**config.mk**
```make
export PLATFORM = sky130hd
export DESIGN_NAME = mda_dac
export DESIGN_NICKNAME = d
export VERILOG_FILES = /design/src/rtl/mda_dac_pkg.sv /design/src/rtl/mda_dac_spi_tx.sv /design/src/rtl/mda_dac.sv
export SDC_FILE = /design/constraint.sdc
export NUM_CORES = 1
export LEC_CHECK = 0
export ABC_CLOCK_PERIOD_IN_PS = 4500
export CORE_ASPECT_RATIO = 0.5
export CORE_MARGIN = 5
export CORE_UTILIZATION = 62
export DETAILED_ROUTE_END_ITERATION = 7
export GPL_TIMING_DRIVEN = 0
export PLACE_DENSITY_LB_ADDON = 0.3
export REMOVE_ABC_BUFFERS = 1
export SYNTH_ARGS = -nofsm -noshare
export SYNTH_HDL_FRONTEND = slang
export SYNTH_SLANG_ARGS = --single-unit
```
**constraint.sdc**
```tcl
create_clock -name slave_clk -period 4.5 [get_ports slave_clk]
set_input_delay 0.45 -clock slave_clk [delete_from_list [all_inputs] [get_ports slave_clk]]
set_output_delay 0.45 -clock slave_clk [all_outputs]
set_load 0.005 [all_outputs]
```
**src/rtl/mda_dac_pkg.sv**
```systemverilog
// Shared constants, register map, state encodings and the round-robin helper
// for the mda_dac serial DAC slave.
package mda_dac_pkg;

  localparam int         FRAME_W    = 24;
  localparam logic [3:0] CMD_WR_UPD = 4'b0011;

  localparam logic [3:0] REG_CH0    = 4'd0;
  localparam logic [3:0] REG_CH1    = 4'd1;
  localparam logic [3:0] REG_CH2    = 4'd2;
  localparam logic [3:0] REG_CH3    = 4'd3;
  localparam logic [3:0] REG_CH4    = 4'd4;
  localparam logic [3:0] REG_CH5    = 4'd5;
  localparam logic [3:0] REG_CH6    = 4'd6;
  localparam logic [3:0] REG_CH7    = 4'd7;
  localparam logic [3:0] REG_STATUS = 4'd8;
  localparam logic [3:0] REG_RESEND = 4'd9;

  typedef enum logic [1:0] {ST_IDLE, ST_LOAD, ST_SHIFT, ST_GAP} dac_state_e;
  typedef enum logic [1:0] {TX_IDLE, TX_SHIFT, TX_TAIL} tx_state_e;

  // First set bit of pending at or after start, wrapping 7 -> 0.
  function automatic logic [2:0] rr_pick(input logic [7:0] pending, input logic [2:0] start);
    logic [2:0] idx;
    logic       found;
    rr_pick = start;
    found   = 1'b0;
    for (int i = 0; i < 8; i++) begin
      idx = start + 3'(i);
      if (!found && pending[idx]) begin
        rr_pick = idx;
        found   = 1'b1;
      end
    end
  endfunction

endpackage

```
**src/rtl/mda_dac_spi_tx.sv**
```systemverilog
// SPI frame transmitter: divides slave_clk into DAC_SCK, shifts a 24-bit frame
// MSB first with SDI updated on SCK falling edges, and frames it with CS_N.
module mda_dac_spi_tx
  import mda_dac_pkg::*;
#(
  parameter int CLK_DIV = 2
) (
  input  logic               clk,
  input  logic               rst_n,
  input  logic               start,
  input  logic [FRAME_W-1:0] frame,
  output logic               busy,
  output logic               done,
  output logic               cs_n,
  output logic               sck,
  output logic               sdi
);

  localparam logic [15:0] DIV_LAST = 16'(CLK_DIV - 1);

  tx_state_e          state_q, state_d;
  logic [15:0]        div_q, div_d;
  logic [5:0]         edge_q, edge_d;
  logic [FRAME_W-1:0] sr_q, sr_d;
  logic               sck_q, sck_d;
  logic               cs_n_q, cs_n_d;
  logic               tick;

  always_comb begin
    state_d = state_q;
    div_d   = div_q;
    edge_d  = edge_q;
    sr_d    = sr_q;
    sck_d   = sck_q;
    cs_n_d  = cs_n_q;
    done    = 1'b0;
    tick    = (div_q == DIV_LAST);
    case (state_q)
      TX_IDLE: begin
        if (start) begin
          state_d = TX_SHIFT;
          sr_d    = frame;
          cs_n_d  = 1'b0;
          sck_d   = 1'b0;
          div_d   = '0;
          edge_d  = '0;
        end
      end
      TX_SHIFT: begin
        if (tick) begin
          div_d = '0;
          sck_d = ~sck_q;
          // Data advances only as SCK falls, so the DAC samples stable bits.
          if (sck_q) sr_d = {sr_q[FRAME_W-2:0], 1'b0};
          if (edge_q == 6'd47) state_d = TX_TAIL;
          else                 edge_d  = edge_q + 6'd1;
        end else begin
          div_d = div_q + 16'd1;
        end
      end
      TX_TAIL: begin
        if (tick) begin
          done    = 1'b1;
          cs_n_d  = 1'b1;
          div_d   = '0;
          state_d = TX_IDLE;
        end else begin
          div_d = div_q + 16'd1;
        end
      end
      default: state_d = TX_IDLE;
    endcase
  end

  always_ff @(posedge clk or negedge rst_n) begin
    if (!rst_n) begin
      state_q <= TX_IDLE;
      div_q   <= '0;
      edge_q  <= '0;
      sr_q    <= '0;
      sck_q   <= 1'b0;
      cs_n_q  <= 1'b1;
    end else begin
      state_q <= state_d;
      div_q   <= div_d;
      edge_q  <= edge_d;
      sr_q    <= sr_d;
      sck_q   <= sck_d;
      cs_n_q  <= cs_n_d;
    end
  end

  assign busy = (state_q != TX_IDLE);
  assign cs_n = cs_n_q;
  assign sck  = sck_q;
  assign sdi  = sr_q[FRAME_W-1];

endmodule

```
**src/rtl/mda_dac.sv**
```systemverilog
// Avalon-MM slave holding eight DAC channel codes; pending channels are sent
// round-robin as 24-bit write-and-update frames through mda_dac_spi_tx.
module mda_dac
  import mda_dac_pkg::*;
#(
  parameter int CLK_DIV = 2,
  parameter int NUM_CH  = 8,
  parameter int DATA_W  = 12,
  parameter int CS_GAP  = 2
) (
  input  logic        slave_clk,
  input  logic        slave_reset_n,
  input  logic        slave_chipselect_n,
  input  logic [3:0]  slave_addr,
  input  logic        slave_read_n,
  input  logic        slave_write_n,
  input  logic [15:0] slave_writedata,
  output logic [15:0] slave_readdata,
  output logic        DAC_CS_N,
  output logic        DAC_SCK,
  output logic        DAC_SDI
);

  logic [DATA_W-1:0]  ch_q [NUM_CH];
  logic [DATA_W-1:0]  ch_d [NUM_CH];
  logic [NUM_CH-1:0]  pending_q, pending_d;
  logic [2:0]         rr_q, rr_d;
  dac_state_e         state_q, state_d;
  logic [15:0]        gap_q, gap_d;
  logic [FRAME_W-1:0] frame;
  logic [2:0]         pick;
  logic               start, tx_busy, tx_done, busy, wr_en;
  logic               unused_bits;

  assign wr_en       = !slave_chipselect_n && !slave_write_n;
  assign pick        = rr_pick(pending_q, rr_q);
  assign busy        = (state_q != ST_IDLE) || tx_busy;
  assign unused_bits = ^{slave_read_n, slave_writedata[15:DATA_W]};

  always_comb begin
    state_d   = state_q;
    pending_d = pending_q;
    rr_d      = rr_q;
    gap_d     = gap_q;
    ch_d      = ch_q;
    start     = 1'b0;
    frame     = {CMD_WR_UPD, 1'b0, pick, ch_q[pick], 4'b0000};
    case (state_q)
      ST_IDLE: if (pending_q != '0) state_d = ST_LOAD;
      ST_LOAD: begin
        start           = 1'b1;
        pending_d[pick] = 1'b0;
        rr_d            = pick + 3'd1;
        state_d         = ST_SHIFT;
      end
      ST_SHIFT: begin
        if (tx_done) begin
          state_d = ST_GAP;
          gap_d   = '0;
        end
      end
      ST_GAP: begin
        if (gap_q == 16'(CS_GAP - 1)) state_d = ST_IDLE;
        else                          gap_d   = gap_q + 16'd1;
      end
      default: state_d = ST_IDLE;
    endcase
    // Bus writes are applied after the LOAD clear so a same-cycle set wins.
    if (wr_en) begin
      if (slave_addr <= REG_CH7) begin
        ch_d[slave_addr[2:0]]      = slave_writedata[DATA_W-1:0];
        pending_d[slave_addr[2:0]] = 1'b1;
      end else if (slave_addr == REG_RESEND) begin
        pending_d = pending_d | slave_writedata[NUM_CH-1:0];
      end
    end
  end

  always_comb begin
    slave_readdata = '0;
    if (slave_addr <= REG_CH7)          slave_readdata = 16'(ch_q[slave_addr[2:0]]);
    else if (slave_addr == REG_STATUS)  slave_readdata = {7'b0, busy, pending_q};
  end

  always_ff @(posedge slave_clk or negedge slave_reset_n) begin
    if (!slave_reset_n) begin
      for (int i = 0; i < NUM_CH; i++) ch_q[i] <= '0;
      pending_q <= '0;
      rr_q      <= '0;
      state_q   <= ST_IDLE;
      gap_q     <= '0;
    end else begin
      ch_q      <= ch_d;
      pending_q <= pending_d;
      rr_q      <= rr_d;
      state_q   <= state_d;
      gap_q     <= gap_d;
    end
  end

  mda_dac_spi_tx #(.CLK_DIV(CLK_DIV)) u_spi_tx (
    .clk   (slave_clk),
    .rst_n (slave_reset_n),
    .start (start),
    .frame (frame),
    .busy  (tx_busy),
    .done  (tx_done),
    .cs_n  (DAC_CS_N),
    .sck   (DAC_SCK),
    .sdi   (DAC_SDI)
  );

endmodule

```
# [After elaboration in Yosys (flattened, before gate mapping)]
# Index checks and enable logic that the tools add are counted.
# W data, S select, Z words.
[word_totals] ff_bits=175 out_inout_bits=19 in_bits=25 word_cells=192
[classes] magnitude_cmp=16 bitwise=7 n_reduce_logical=40 n_mux=80 add_sub_neg=11 n_eq_ne=20
[ops] operator="$bwmux W96" count=1
[ops] operator="$bmux W12 S3" count=2
[ops] operator="$mux W12" count=6
[ops] operator="$mux W24" count=3
[ops] operator="$mux W16" count=4
[ops] operator="$pmux W16 S2" count=2
[ops] operator="$pmux W24 S2" count=1
[ops] operator="$lt A3 B4 Y1 const B" count=10
[ops] operator="$demux W12 S3" count=1
[ops] operator="$add A16 B1 Y16 const B" count=2
[ops] operator="$eq A16 B1 Y1 const B" count=2
[ops] operator="$mux W8" count=4
[ops] operator="$bmux W1 S3" count=8
[ops] operator="$mux W1" count=23
[ops] operator="$mux W3" count=7
[ops] operator="$mux W6" count=3
[ops] operator="$or A8 B8 Y8" count=2
[ops] operator="$mux W2" count=7
[ops] operator="$add A3 B3 Y3 const B" count=4
[ops] operator="$ne A2 B2 Y1 const B" count=6
[ops] operator="$pmux W6 S2" count=1
[ops] operator="$reduce_and A3 Y1" count=4
[ops] operator="$reduce_and A4 Y1" count=3
[ops] operator="$reduce_bool A2 Y1" count=6
[ops] operator="other kinds (28)" count=62

# [Depth between registers and ports, before layout]
# Gate-level depths: netlist of the first run.
[logic_depth] depth_word=35 ltp_mapped=15 mapped_depth_nobuf=11

# [Cells and area by module]
# A second synthesis of the first run with hierarchy kept.
[hier_totals] hier_cells=973 area_unflattened_um2=10760.3
[modules_own_cells] module="mda_dac" seq_area_each_um2=3128.0 n_inst=1 area_each_um2=7960.1 cells_per_inst=709
[modules_own_cells] module="mda_dac_spi_tx" seq_area_each_um2=1252.5 n_inst=1 area_each_um2=2800.2 cells_per_inst=264

# [Worst setup path after synthesis of the first run]
# Ideal clock, no wire load.
[synth_path] kind="reg-to-reg" startpoint="register rr_q[1]" endpoint="register u_spi_tx.sr_q[10]" t_arrival_ps=3928 slack_ps=478 path_stages_with_launch=14 period_less_slack_ps=4022 path_buffers=3 required_ps=4406 setup_ps=94 cell_sequence="dfrtp_1 > clkbuf_1 > inv_1 > ha_1 > buf_6 > mux2_1 > mux4_2 > o32ai_2 > nand2_1 > a2111oi_0 > a31o_2 > buf_2 > mux2_2 > a211oi_1"
[synth_between] elab_chain_cells=30 elab_cells_between_ends=57 cone_classes="add/sub (7); mux (35); bitwise (1); reduce/logical (14)"
[synth_lines] item="start, declared" line="mda_dac.sv:27" rtl="logic [2:0] rr_q, rr_d;"
[synth_lines] item="start signal, assigned" line="mda_dac.sv:95" rtl="rr_q <= rr_d;"
[synth_lines] item="parallel branches: the longest is 23 deep, another holds $add A3 B1 Y3"
[synth_lines] item="$mux W3 (*)" line="mda_dac_pkg.sv:30" rtl="if (!found && pending[idx]) begin"
[synth_lines] item="$not A3 Y4 (implied by the code) (*)" line="mda_dac.sv:47" rtl="frame = {CMD_WR_UPD, 1'b0, pick, ch_q[pick], 4'b0000};"
[synth_lines] item="$bmux W12 S3 (*)" line="mda_dac.sv:47"
[synth_lines] item="$mux W12 (implied by the code) (*) (2 in a row)" line="mda_dac.sv:47"
[synth_lines] item="$mux W24 (*)" line="mda_dac_spi_tx.sv:40" rtl="if (start) begin"
[synth_lines] item="$pmux W24 S2 (*)" line="mda_dac_spi_tx.sv:38" rtl="case (state_q)"
[synth_lines] item="end signal, assigned" line="mda_dac_spi_tx.sv:87" rtl="sr_q <= sr_d;"
[synth_lines] item="end, declared" line="mda_dac_spi_tx.sv:24" rtl="logic [FRAME_W-1:0] sr_q, sr_d;"
# Every way passes the cells marked *. The select of a mux whose other input is x is not followed.
# A chain may end at the register's enable or synchronous reset.

# [Final worst setup path of the first run]
[layout_path] startpoint="register rr_q[0]" endpoint="register u_spi_tx.sr_q[5]"
# Same word-level chain as after synthesis.

==> results of run 1 <==
==> state kept, by name, summed over array words and instances (netlist names) <==
| signal | cells |
|---|---|
| ch_q | 96 |
| u_spi_tx.sr_q | 20 |
| gap_q | 16 |
| u_spi_tx.div_q | 16 |
| pending_q | 8 |
| u_spi_tx.edge_q | 6 |
| rr_q | 3 |
| state_q | 2 |
| u_spi_tx.state_q | 2 |
| u_spi_tx.cs_n | 1 |
| u_spi_tx.sck | 1 |
==> stage by stage <==
stage	setup WS (ns)	hold WS [ns]
floorplan	-0.348	0.154
global placement	-3.87	0.463
detailed placement	-1.71	0.475
CTS	0.00477	0.0299
global route	-0.0234	0.0470
finish	0.0974	0.00200
==> final timing paths <==
kind	end	depth (start not counted)	startpoint	slack [ns]
hold reg to reg	u_spi_tx.sr_q[16]$_DFFE_PN0P_	2	u_spi_tx.sr_q[16]$_DFFE_PN0P_	0.49
hold / removal	ch_q[69]$_DFFE_PN0P_	1	slave_reset_n	0.002
setup / recovery	u_spi_tx.sr_q[5]$_DFFE_PN0P_	10	rr_q[0]$_DFFE_PN0P_	0.1
max in group asynchronous	u_spi_tx.cs_n$_DFFE_PN1P_	2	slave_reset_n	3.60
min in group slave_clk	u_spi_tx.sr_q[16]$_DFFE_PN0P_	2	u_spi_tx.sr_q[16]$_DFFE_PN0P_	0.49
setup reg to reg	u_spi_tx.sr_q[5]$_DFFE_PN0P_	10	rr_q[0]$_DFFE_PN0P_	0.1
==> cells by family after synthesis <==
logic type | after synthesis
XOR/XNOR | 33
buffers and inverters | 90
AND/OR/NAND/NOR | 361
other | 1
AO/OA/AOI/OAI | 187
adder cells (fa/ha/maj) | 15
flip-flops | 171
multiplexers | 184
==> cells in the mapped netlist, types with 3 or more instances <==
library cell and count:
a2111oi_0 3, a211oi_1 13, a211oi_2 4, a21oi_1 37
a221o_1 3, a221oi_1 5, a22o_1 4, a22oi_1 10
a31oi_1 15, and3_1 16, and4_1 3, buf_1 8
buf_2 7, buf_4 7, clkbuf_1 49, dfrtp_1 170
ha_1 15, inv_1 16, mux2_2 116, mux2i_1 44
mux4_2 21, nand2_1 140, nand2b_1 6, nand3_1 52
nand3b_1 3, nand4_1 16, nor2_1 86, nor2b_1 10
nor3_1 7, nor4_1 9, o211ai_1 3, o21ai_0 59
o31ai_1 3, or2_2 3, or3_1 3, xnor2_1 8
xor2_1 24
==> critical path, stage by stage, from the launching register on <==
cell        delay (ns)
dfrtp_4           0.57
clkinvlp_4        0.19
ha_4              0.41
mux2_1            0.35
mux4_2            0.53
o32ai_2           0.44
nand2_1           0.21
a2111oi_4         0.54
a31o_4            0.38
mux2_2            0.39
a211oi_1          0.27
==> what timing repair did <==
item / CTS / global route
gates cloned: 5 / 1
pin swaps: 9 / 3
resized for setup: 17 / 10
endpoints found under the setup margin: 26 / 21
setup buffers: 19 / 3
hold endpoints to repair: 0 / 0
==> cells in the final DEF (no fill, tap or decap), drive strengths merged, types with 17 or more instances in the layout <==
master and count:
a21oi 37, mux2i 44, a211oi 17, nor2 88, clkdlybuf4s50 30, nand2 140, inv 22, nand4 17
xor2 24, buf 27, o21ai 59, mux4 22, dfrtp 170, nand3 53, mux2 118, clkbuf 18
==> report_power, final <==
part	internal, mW	switching [mW]	leakage [nW]	total, mW
Sequential	1.71	0.153	2.19	1.86
Combinational	0.309	0.258	2.39	0.567
Clock	0.895	0.701	0.298	1.60
Total	2.91	1.11	4.88	4.03
==> per-layer routing <==
metal,routed length (um),GRT usage [%],up-vias
met5,0,0,-
met4,1410,13.1,0
met3,3270,8.95,161
met2,13500,49.4,584
met1,11700,39.7,4328
li1,-,-,3806
==> cell type report <==
class | count | area, um^2
Tap cell | 227 | 284
Sequential cell | 171 | 4290
Clock buffer | 17 | 425
Inverter | 16 | 63.8
Clock inverter | 15 | 201
Timing Repair Buffer | 58 | 566
Fill cell | 1131 | 4690
Multi-Input combinational cell | 790 | 5870
==> results.py, run 1 <==
metrics = {
    "finish": {
        "final_cells": 1294,
        "syn2layout_area_growth_pct": 12.9,
        "drive_above_1_share_pct": 21.9,
        "postLayoutCellArea_um2": 11700,
        "final_nets": 1094,
        "final_core_util_pct": 71.4,
        "antenna_cells": 0,
    },
    "setup_path": {
        "criticalPathCategory": "reg -> reg",
        "start_kind": "flip-flop",
        "cp.arrival_ns": 4.74,
        "cp_data_required_time_ns": 4.84,
        "cp_max_fo": 16,
        "crit_path_end_kind": "flip-flop",
    },
    "detailed_routing": {
        "drt-total-wl_um": 29800,
        "drt_iter0_drc": 931,
        "dr.pass1.iters": 8,
        "post-route-drc-count": 0,
        "wire_per_inst_um": 23.1,
        "ant_nets": 0,
        "via_per_inst": 6.86,
        "vias": 8879,
    },
    "timing": {
        "fin_skew_ns": 0.0153,
        "slew-limit-headroom_pct": 21.0,
        "max_freq_mhz": 227,
        "timing.final.crit_share_pct": 97.8,
        "setup_viol": 0,
        "slew_viol_final": 0,
        "hold_viol_final": 0,
        "worstMarginPinSlew_ns": 1.18,
        "min_period_ns": 4.40,
        "rsz0062_at_grt": "true",
        "fin_setup_tns_ns": 0,
    },
    "placement": {
        "portBuffers": 34,
        "dpl.hpwl_um": 16500,
        "place_area_um2": 10700,
        "place_congestion": 0.919,
        "dp.cells": 1234,
    },
    "synth": {
        "synth.area.top_cells": "dfrtp_1 41%, mux2_2 13%, nand2_1 5.1%",
        "syn_avg_cell_area_um2": 9.94,
        "synthMuxAreaShare_pct": 21.9,
        "syn_area_um2": 10400,
        "async_reset_ff_share_pct": 100,
        "post_synth_fa_ha_maj_area_fraction_pct": 1.81,
        "ys_ff_latch": 171,
        "netlist_instances": 1042,
        "ys_seq_area_share_pct": 41.3,
        "synth_top_family_by_area": "multiplexers",
        "synthFlopType": "dfrtp_1",
        "yosysUniqueCellTypes": 73,
        "yosysTopAreaCell": "dfrtp_1",
        "synth_compound_gate_area_share_pct": 12.1,
        "synth-warning-count": 0,
        "yosys.area_share.simple_pct": 15.9,
        "synthXorXnorAreaFrac_pct": 2.97,
        "yosysTopAreaCellShare_pct": 41.1,
        "synth_edf_count": 0,
    },
    "clock_tree": {
        "clockBufferDepth": 2,
        "cts_tree": "done",
        "worstSkewPairLatency_ns": 0.45,
        "cts.sinks": 171,
        "htree_num_levels": 4,
        "clockRootBuffer": "clkbuf_16",
        "ctsHoldBuffers": 0,
        "cts_buffers": 17,
        "path_clk_slew_ns": 0.07,
    },
    "global_routing": {
        "track_usage_pct": 30.8,
        "grt_pass1_wl_um": 46900,
        "gr-total-overflow": 0,
        "grt_max_degree": 90,
        "grt_pass1_vias": 8824,
        "antenna_found_initial": 0,
    },
    "floorplan": {
        "start_util_pct": 63.2,
        "io_pins": 44,
        "rows": 33,
        "die_height_um": 101,
        "die_area_um2": 19500,
        "core_area_um2": 16400,
        "fp.dieW_um": 193,
    },
    "pwr": {
        "power_density_nw_per_um2": 344,
        "peakVddDrop_mv": 0.285,
        "p_total_mw": 4.03,
        "p_leak_nw": 4.88,
    },
    "flow_run": {
        "maxCapViolCount": 0,
    },
    "outcome": {
        "status": "complete, no violations",
    },
    "hold_path": {
        "min-delay-path-class": "in -> async",
    },
}
Note: power is estimated with default switching activity, not from simulation.
==> run 2, diff against run 1 <==
--- a/config.mk
+++ b/config.mk
@@ -6,9 +6,9 @@
 export NUM_CORES = 1
 export LEC_CHECK = 0
 export ABC_CLOCK_PERIOD_IN_PS = 4500
+export CAP_MARGIN = 20
 export CORE_ASPECT_RATIO = 0.5
-export CORE_MARGIN = 5
-export CORE_UTILIZATION = 62
+export CORE_UTILIZATION = 60
 export DETAILED_ROUTE_END_ITERATION = 7
 export GPL_TIMING_DRIVEN = 0
 export PLACE_DENSITY_LB_ADDON = 0.3
==> results.py, run 2 (same netlist as run 1, synthesis figures left out) <==
metrics = {
    "outcome": {
        "status": "finished, violations left",
        "violations": "negative hold slack",
    },
    "pwr": {
        "p_int_mw": 2.95,
        "p_comb_share_pct": 14.0,
        "peakVddDrop_mv": 0.325,
        "power_frac_seq_pct": 46.6,
        "p_leak_nw": 4.86,
        "power.switching_mw": 1.06,
        "switching_share_pct": 26.4,
        "p_clk_share_pct": 39.5,
        "power_density_nw_per_um2": 344,
    },
    "detailed_routing": {
        "wire_per_inst_um": 22.0,
        "via_per_inst": 6.72,
        "ant_nets": 0,
        "vias": 8644,
        "dr.pass1.iters": 6,
        "drt_iter0_drc": 859,
        "drt-total-wl_um": 28400,
        "post-route-drc-count": 0,
    },
    "timing": {
        "slew-limit-headroom_pct": 34.0,
        "rsz0062_at_grt": "false",
        "min_period_ns": 4.34,
        "fin_setup_tns_ns": 0,
        "slew_viol_final": 0,
        "worst_hold_slack_ns": -0.00414,
        "timing.final.crit_share_pct": 96.5,
        "worstMarginPinSlew_ns": 0.987,
        "fin_ws_ns": 0.155,
        "max_freq_mhz": 230,
        "setup_viol": 0,
        "hold_viol_final": 9,
        "fin_skew_ns": 0.0148,
    },
    "clock_tree": {
        "cts_tree": "done",
        "cts.sinks": 171,
        "worstSkewPairLatency_ns": 0.43,
        "path_clk_slew_ns": 0.07,
        "cts_buffers": 17,
        "clockBufferDepth": 2,
        "ctsHoldBuffers": 0,
        "clockRootBuffer": "clkbuf_16",
        "htree_num_levels": 4,
    },
    "global_routing": {
        "grt_pass1_wl_um": 45800,
        "gr-total-overflow": 0,
        "grt_max_degree": 92,
        "grt_pass1_vias": 8642,
        "antenna_found_initial": 0,
        "track_usage_pct": 33.6,
    },
    "setup_path": {
        "cp.arrival_ns": 4.65,
        "crit_path_end_kind": "flip-flop",
        "crit_path_end": "pending_q[5]$_DFF_PN0_",
        "reg2reg_from": "rr_q[0]$_DFFE_PN0P_",
        "regToRegEndpoint": "pending_q[5]$_DFF_PN0_",
        "start_kind": "flip-flop",
        "r2r_setup_slack_ns": 0.16,
        "cp_max_fo": 15,
        "criticalPathCategory": "reg -> reg",
        "crit_start": "rr_q[0]$_DFFE_PN0P_",
        "cp_data_required_time_ns": 4.81,
        "rr_worst_depth": 11,
    },
    "finish": {
        "final_cell_mix": "168 x dfrtp_1, 140 x nand2_1, 116 x mux2_2, 85 x nor2_1, 59 x o21ai_0",
        "largest_register_ff_count": 96,
        "top_regs": "ch_q: 96 flops, u_spi_tx.sr_q: 20 flops",
        "largest-register": "ch_q",
        "syn2layout_area_growth_pct": 12.6,
        "final_common_cell": "dfrtp_1",
        "drive_above_1_share_pct": 21.1,
        "final_nets": 1087,
        "antenna_cells": 0,
        "final_cells": 1287,
        "final_core_util_pct": 70.1,
    },
    "placement": {
        "dpl.hpwl_um": 16800,
        "place_congestion": 0.917,
        "portBuffers": 34,
        "dp.cells": 1238,
        "place_ws_ns": -1.43,
    },
    "floorplan": {
        "start_util_pct": 62.2,
        "die_height_um": 94.9,
        "io_pins": 44,
        "die_area_um2": 17800,
        "rows": 33,
        "fp.dieW_um": 188,
        "core_area_um2": 16600,
    },
    "hold_path": {
        "min-delay-path-class": "in -> async",
    },
    "flow_run": {
        "maxCapViolCount": 0,
    },
}
run 2: cell types whose count changed in the layout (fill, tap and decap cells not counted), moves of 2 or more:
cell        delta
buf_8          +2
clkbuf_8       +3
buf_4          -8
clkinvlp_4     -2
inv_8          -3
clkbuf_1       +2
run 2: through the flow:
stage	power [mW]	cell area, um^2
after floorplan	2.20	10000
after global placement	2.39	10600
after detailed placement	2.43	10700
after CTS	4.00	11600
after global routing	4.15	11700
final	4.01	11700
run 2: layout make-up:
type | count | area (um^2)
Clock buffer | 22 | 474
Clock inverter | 10 | 153
Fill cell | 1170 | 4980
Inverter | 16 | 63.8
Multi-Input combinational cell | 787 | 5830
Sequential cell | 171 | 4290
Tap cell | 227 | 284
Timing Repair Buffer | 54 | 567
run 2: worst max-delay path, stage by stage, from the launching register on:
cell,delay (ns)
dfrtp_4,0.56
clkinvlp_4,0.17
ha_4,0.38
mux4_1,0.69
mux2_2,0.36
o32a_4,0.24
nor2_2,0.31
nand3_1,0.35
a31o_2,0.51
nor2_1,0.20
nand3_1,0.10
a221o_1,0.33
run 2: how the worst min path moves through the flow:
stage,startpoint,end,slack (ns),depth (start not counted)
5_1_grt,slave_reset_n,ch_q[56]$_DFFE_PN0P_,0.02,1
3_3_place_gp,u_spi_tx.sr_q[16]$_DFFE_PN0P_,u_spi_tx.sr_q[16]$_DFFE_PN0P_,0.47,2
3_5_place_dp,u_spi_tx.sr_q[16]$_DFFE_PN0P_,u_spi_tx.sr_q[16]$_DFFE_PN0P_,0.47,2
4_1_cts,slave_reset_n,ch_q[80]$_DFFE_PN0P_,0.03,1
2_1_floorplan,slave_reset_n,ch_q[0]$_DFFE_PN0P_,0.15,0
6_report,slave_reset_n,ch_q[33]$_DFFE_PN0P_,-0.004,1
run 2: power groups by stage:
stage | sequential (mW) | clock [mW] | combinational, mW
2_1_floorplan | 1.83 | 0 | 0.367
3_3_place_gp | 1.87 | 0 | 0.519
3_5_place_dp | 1.88 | 0 | 0.542
4_1_cts | 1.86 | 1.59 | 0.553
5_1_grt | 1.89 | 1.66 | 0.602
6_report | 1.87 | 1.58 | 0.560
run 2: what timing repair did:
item	CTS	global route
gates resized for setup	19	5
gates cloned	3	0
setup buffers	9	3
pin swaps	5	4
endpoints found under the hold margin	0	0
endpoints found under the setup margin	25	20
run 2: routing by layer:
| metal | routed length, um | GRT usage [%] | share of wire, % |
|---|---|---|---|
| met3 | 2800 | 9.22 | 9.9 |
| met2 | 13000 | 53.3 | 46 |
| met5 | 0 | 0 | 0 |
| met4 | 1270 | 18.2 | 4.5 |
| met1 | 11300 | 42.6 | 40 |
